==> src/rtl/dsm_mc_if.sv <==
// dsm_mc sample/control bundle.
// Source side drives samples and control; modulator drives pwm.
interface dsm_mc_if #(
   parameter int WIDTH    = 20,
   parameter int CHANNELS = 2
);
   logic                      enable;
   logic                      mode;
   logic [CHANNELS*WIDTH-1:0] vin;
   logic                      vin_valid;
   logic [CHANNELS-1:0]       pwm;

   modport master (
      output enable, mode, vin, vin_valid,
      input  pwm
   );

   modport slave (
      input  enable, mode, vin, vin_valid,
      output pwm
   );
endinterface

==> src/rtl/dsm_mc.sv <==
// Multi-channel delta-sigma modulator.
// First- or second-order loop per channel, 1-bit output each.
module dsm_mc #(
   parameter int WIDTH    = 20,
   parameter int CHANNELS = 2
) (
   input logic     clock,
   input logic     reset_n,
   dsm_mc_if.slave bus
);
   localparam int IW = WIDTH + 3;
   localparam int SW = WIDTH + 4;

   localparam logic signed [SW-1:0] SMAX =
      {2'b00, {(IW-1){1'b1}}};
   localparam logic signed [SW-1:0] SMIN =
      {2'b11, {(IW-1){1'b0}}};
   localparam logic signed [SW-1:0] FS =
      {4'b0001, {WIDTH{1'b0}}};
   localparam logic signed [IW-1:0] TH =
      {4'b0001, {(WIDTH-1){1'b0}}};

   function automatic logic signed [IW-1:0] sat(
      input logic signed [SW-1:0] s
   );
      logic signed [IW-1:0] r;
      if (s > SMAX)
         r = SMAX[IW-1:0];
      else if (s < SMIN)
         r = SMIN[IW-1:0];
      else
         r = s[IW-1:0];
      return r;
   endfunction

   logic                mode_q;
   logic                clr;
   logic [CHANNELS-1:0] pwm_q;

   assign clr     = !bus.enable || (bus.mode != mode_q);
   assign bus.pwm = pwm_q;

   // Shared loop-order register; follows mode every edge.
   always_ff @(posedge clock or negedge reset_n) begin
      if (!reset_n)
         mode_q <= 1'b0;
      else
         mode_q <= bus.mode;
   end

   for (genvar c = 0; c < CHANNELS; c++) begin : g_ch
      logic [WIDTH-1:0]     x;
      logic [WIDTH-1:0]     acc;
      logic signed [IW-1:0] i1;
      logic signed [IW-1:0] i2;
      logic                 p;
      logic [WIDTH:0]       sum1;
      logic                 y;
      logic signed [SW-1:0] f;
      logic signed [SW-1:0] s1;
      logic signed [SW-1:0] s2;
      logic signed [IW-1:0] i1n;
      logic signed [IW-1:0] i2n;

      assign pwm_q[c] = p;

      // Next-state arithmetic for both loop orders.
      always_comb begin
         sum1 = {1'b0, acc} + {1'b0, x};
         y    = (i2 >= TH);
         f    = y ? FS : '0;
         s1   = {i1[IW-1], i1} + {4'b0000, x} - f;
         i1n  = sat(s1);
         s2   = {i2[IW-1], i2} + {i1n[IW-1], i1n} - f;
         i2n  = sat(s2);
      end

      // Sample hold and loop state; clears on disable or mode change.
      always_ff @(posedge clock or negedge reset_n) begin
         if (!reset_n) begin
            x   <= '0;
            acc <= '0;
            i1  <= '0;
            i2  <= '0;
            p   <= 1'b0;
         end else begin
            if (bus.vin_valid)
               x <= bus.vin[c*WIDTH +: WIDTH];
            if (clr) begin
               acc <= '0;
               i1  <= '0;
               i2  <= '0;
               p   <= 1'b0;
            end else if (mode_q) begin
               acc <= '0;
               i1  <= i1n;
               i2  <= i2n;
               p   <= y;
            end else begin
               acc <= sum1[WIDTH-1:0];
               i1  <= '0;
               i2  <= '0;
               p   <= sum1[WIDTH];
            end
         end
      end
   end
endmodule
==> src/flat_wrapper.sv <==
// flat-port wrapper written by rule: the top's interface ports become plain ports
module dsm_mc_flat 
#(
   parameter int WIDTH    = 20,
   parameter int CHANNELS = 2
)
  (clock, reset_n, bus_enable, bus_mode, bus_vin, bus_vin_valid, bus_pwm);
  dsm_mc_if #(.WIDTH(WIDTH), .CHANNELS(CHANNELS)) bus_i ();
  input logic clock;
  input logic reset_n;
  input wire logic [$bits(bus_i.enable)-1:0] bus_enable;
  input wire logic [$bits(bus_i.mode)-1:0] bus_mode;
  input wire logic [$bits(bus_i.vin)-1:0] bus_vin;
  input wire logic [$bits(bus_i.vin_valid)-1:0] bus_vin_valid;
  output wire logic [$bits(bus_i.pwm)-1:0] bus_pwm;
  assign bus_i.enable = bus_enable;
  assign bus_i.mode = bus_mode;
  assign bus_i.vin = bus_vin;
  assign bus_i.vin_valid = bus_vin_valid;
  assign bus_pwm = bus_i.pwm;
  dsm_mc #(.WIDTH(WIDTH), .CHANNELS(CHANNELS)) u_core (.clock(clock), .reset_n(reset_n), .bus(bus_i));
endmodule
==> config.mk <==
export PLATFORM = sky130hd
export DESIGN_NAME = dsm_mc_flat
export DESIGN_NICKNAME = d
export VERILOG_FILES = /design/src/rtl/dsm_mc_if.sv /design/src/rtl/dsm_mc.sv /design/src/flat_wrapper.sv
export SDC_FILE = /design/constraint.sdc
export NUM_CORES = 1
export LEC_CHECK = 0
export CAP_MARGIN = 20
export CELL_PAD_IN_SITES_DETAIL_PLACEMENT = 1
export CELL_PAD_IN_SITES_GLOBAL_PLACEMENT = 1
export CORE_AREA = 2 2 307 157
export CTS_CLUSTER_SIZE = 10
export DETAILED_ROUTE_END_ITERATION = 7
export DIE_AREA = 0 0 309 159
export PLACE_DENSITY = 0.59
export SLEW_MARGIN = 5
export SYNTH_ARGS = -nofsm -noshare
export SYNTH_HDL_FRONTEND = slang
export SYNTH_SLANG_ARGS = --single-unit
==> constraint.sdc <==
create_clock -name clock -period 16.5 [get_ports clock]
set_input_delay 2.475 -clock clock [delete_from_list [all_inputs] [get_ports clock]]
set_output_delay 2.475 -clock clock [all_outputs]
set_load 0.1 [all_outputs]
==> summary.txt <==
Worst setup path
  – Crit path max fanout: 22
  – CP startpoint kind: register
  – Most used cell, CP: ha_1
  – WP buf/inv: 2
  – Total stage count of the critical path: 23
  – CP Cell Sequence: nor3_1 -> nor2_1 -> nor2b_1 -> nor2_1 -> ha_1 -> a2111oi_0 -> nor4bb_1 -> nor3_1 -> nor2_2 -> buf_8 -> o21ai_1 -> ha_1 -> inv_1 -> ha_1 -> nor2b_1 -> o31a_1 -> nor3_2 -> o21ai_1 -> a211o_1 -> a31oi_1 -> xnor2_1 -> nand3_1 -> a21bo_2
  – Largest stage delay, worst path: 670 ps
  – Required @ worst endpoint: 16910 ps
  – CP Capture Type: register
  – Crit-path leading delay family: simple AND/OR/NAND/NOR gates
  – Crit-path slowest cell: nand3_1
  – Setup CP Type: reg2reg
  – Reg2Reg Depth: 23
  – CP arrival: 7410 ps

Yosys
  – Simple-gate area share of the yosys netlist: 12.73%
  – Largest family of logic cells by synthesized area: compound AO/OA/AOI/OAI gates
  – Largest area contributor in the netlist: dfrtp_1
  – Primary FF master, synth: dfrtp_1
  – Mapped Nets: between 1500 and 2000
  – Synth Warn #: 0
  – Netlist cell types: 79
  – Post-synth EDFFs: 0
  – Post-Synth XOR/XNOR Area: 6.183%
  – Post-synth ARST share: 100.0%
  – Synth Register Bits: 175
  – Top-area cell type share of the netlist area: 30.65%
  – Adder-cell area share of the yosys netlist: 19.16%
  – Area contributors post-synth: dfrtp_1, ha_1, inv_1
  – Mean Syn Cell Area: 8.379 µm²
  – Synthesized area: 14290 µm²
  – Mapped Cells: approximately 1700
  – Sequential share of the synthesized area: a little under a third
  – Synth Area in Compound Gates: 21.29%
  – Mux cell area share after synthesis: less than 1%

Clock tree
  – CTS clk-pin slew, worst paths: 80 ps
  – CTS root buf: clkbuf_16
  – Inserted Clock Buffers: 17
  – # hold bufs at CTS: 0
  – Post-CTS sizing: 0
  – Max Root-Sink Buffers: 2
  – Setup bufs post-CTS: 0
  – Worst-skew pair later-pin latency: 460 ps
  – TritonCTS clock tree: built
  – Htree depth: 4
  – CTS Sinks: 175

Drt
  – DR pass1 iterations: 5
  – Drt total wl: 43500 µm
  – Vias per cell: 4.965
  – Initial drt markers: 811
  – DRC viols: 0
  – Via count: 11821
  – WL/cell: 18.27 µm
  – Remaining antenna violation count after routing: 0

Final layout
  – Antenna Diode Count: 0
  – Final Core Density: 34.41%
  – Commonest non-fill, non-tap cell in the layout: inv_1
  – Fill cell count: 5557
  – Final cell count without fillers: roughly 2400
  – Share of layout cells above drive strength 1: approximately 5%
  – Area growth syn-to-layout: 11.73%
  – Commonest cells after routing, fill and taps aside: inv_1, ha_1, dfrtp_1
  – Final nets: between 1500 and 2000
  – Design area: 15960 µm²

STA
  – Rel. slew slack: 34.74%
  – Fraction of the cycle the final worst path needs: 42.46%
  – Final Max Tran Viols: 0
  – Fmax: 142.7 MHz
  – Finish-stage setup viols: 0
  – Fin Setup TNS: 0 ps
  – RSZ-0062 raised after global routing: no
  – Worst-margin pin slew: 975.8 ps
  – Fin crit period: 7005 ps
  – Clock Skews: roughly 13 ps
  – Final Hold Vio Count: 0

Die
  – Initial cell density of the core: 30.80%
  – Die area: 49130 µm²
  – Die height: 159 µm
  – Die Span X: between 300 and 400 µm
  – Core footprint: roughly 46000 µm²
  – Cell Rows: between 50 and 60
  – IO Count: 47

Placement
  – Post-place instance area: 15390 µm²
  – Routability cong.: 0.8464
  – Placed instance count: 2349
  – Number of port buffers: 46
  – Post-detail-place hpwl: 34610 µm

Min path
  – Hold WC Path Type: reg2reg
  – Worst hold path depth: 2

Outcome
  – Status: finished clean

Global routing
  – Vias in the first global route: 11918
  – Initial antenna violation count: 3
  – Total track usage: 18.19%
  – Global route overflow: 0
  – First-pass GRT wire length: approximately 70000 µm
  – Largest net degree at the start of global routing: 79

Flow run
  – Max Cap Viol: 0
==> through the flow <==
| stage | hold WS, ps | setup slack (ps) |
|---|---|---|
| finish | 590.8 | 9495 |
| global route | 625.9 | 8826 |
| CTS | 595.0 | 9501 |
| detailed placement | 578.7 | 9524 |
| global placement | 557.6 | 9381 |
| floorplan | 511.7 | 11220 |
==> metal layers <==
metal	global-route usage (%)	up-vias	part of all wire (%)
li1	-	5844	-
met4	2.780	0	0.56
met5	0	-	0
met3	3.381	15	4.3
met1	32.12	5788	61
met2	21.43	174	34
==> final timing paths <==
| path | startpoint | end | slack, ps |
|---|---|---|---|
| worst max register to register | u_core.g_ch[1].i2[19] | u_core.g_ch[1].i2[8] | 9490 |
| min in group asynchronous | reset_n | u_core.g_ch[1].acc[4] | 2020 |
| worst max-delay path | u_core.g_ch[1].i2[19] | u_core.g_ch[1].i2[8] | 9490 |
| worst min register to register | u_core.g_ch[0].i2[0] | u_core.g_ch[0].i2[0] | 590 |
| max in group asynchronous | reset_n | u_core.g_ch[0].i2[16] | 13230 |
| worst min-delay path | u_core.g_ch[0].i2[0] | u_core.g_ch[0].i2[0] | 590 |
==> logic make-up (layout without fill, tap and decap cells) <==
kind of cell | count (synthesis) | after routing
fa+ha+maj | 218 | 218
compound gates | 467 | 467
simple gates | 385 | 385
xor+xnor | 100 | 100
buf+inv | 356 | 394
flops | 175 | 175
mux | 4 | 4
==> worst min-delay path, delay by kind of cell (launching register included) <==
kind / cells / cell delay (ps)
fa+ha+maj: 1 / 130
compound gates: 1 / 100
flops: 1 / 330
==> synth_stat cells, types with 18 or more instances <==
library cell / instances
nand3_1: 32
clkbuf_1: 28
nand2_1: 95
a21o_1: 80
nor2_1: 133
ha_1: 214
xor2_1: 39
a21oi_1: 112
dfrtp_1: 175
nor3_1: 29
inv_1: 309
a211oi_1: 18
o21ai_0: 118
o21a_1: 22
xnor2_1: 60
==> sequential cells by signal, summed over array words and instances (netlist names) <==
register	cells
u_core.g_ch.acc	40
u_core.mode_q	1
u_core.g_ch.p	2
u_core.g_ch.x	40
u_core.g_ch.i2	46
u_core.g_ch.i1	46
==> final cells by class <==
type / count / area, µm² / area share [%]
multi-input combinational: 1174 / 8534 / 53.47
tap: 638 / 798.3 / 5.001
sequential: 175 / 4379 / 27.44
timing repair buffer: 53 / 519.2 / 3.253
inverter: 309 / 1160 / 7.267
clock inverter: 14 / 141.4 / 0.8858
clock buffer: 18 / 429.2 / 2.689
Power is left out: the tool's default activity adds up to more than one toggle a clock period on the data nets, which glitch-free logic cannot reach.
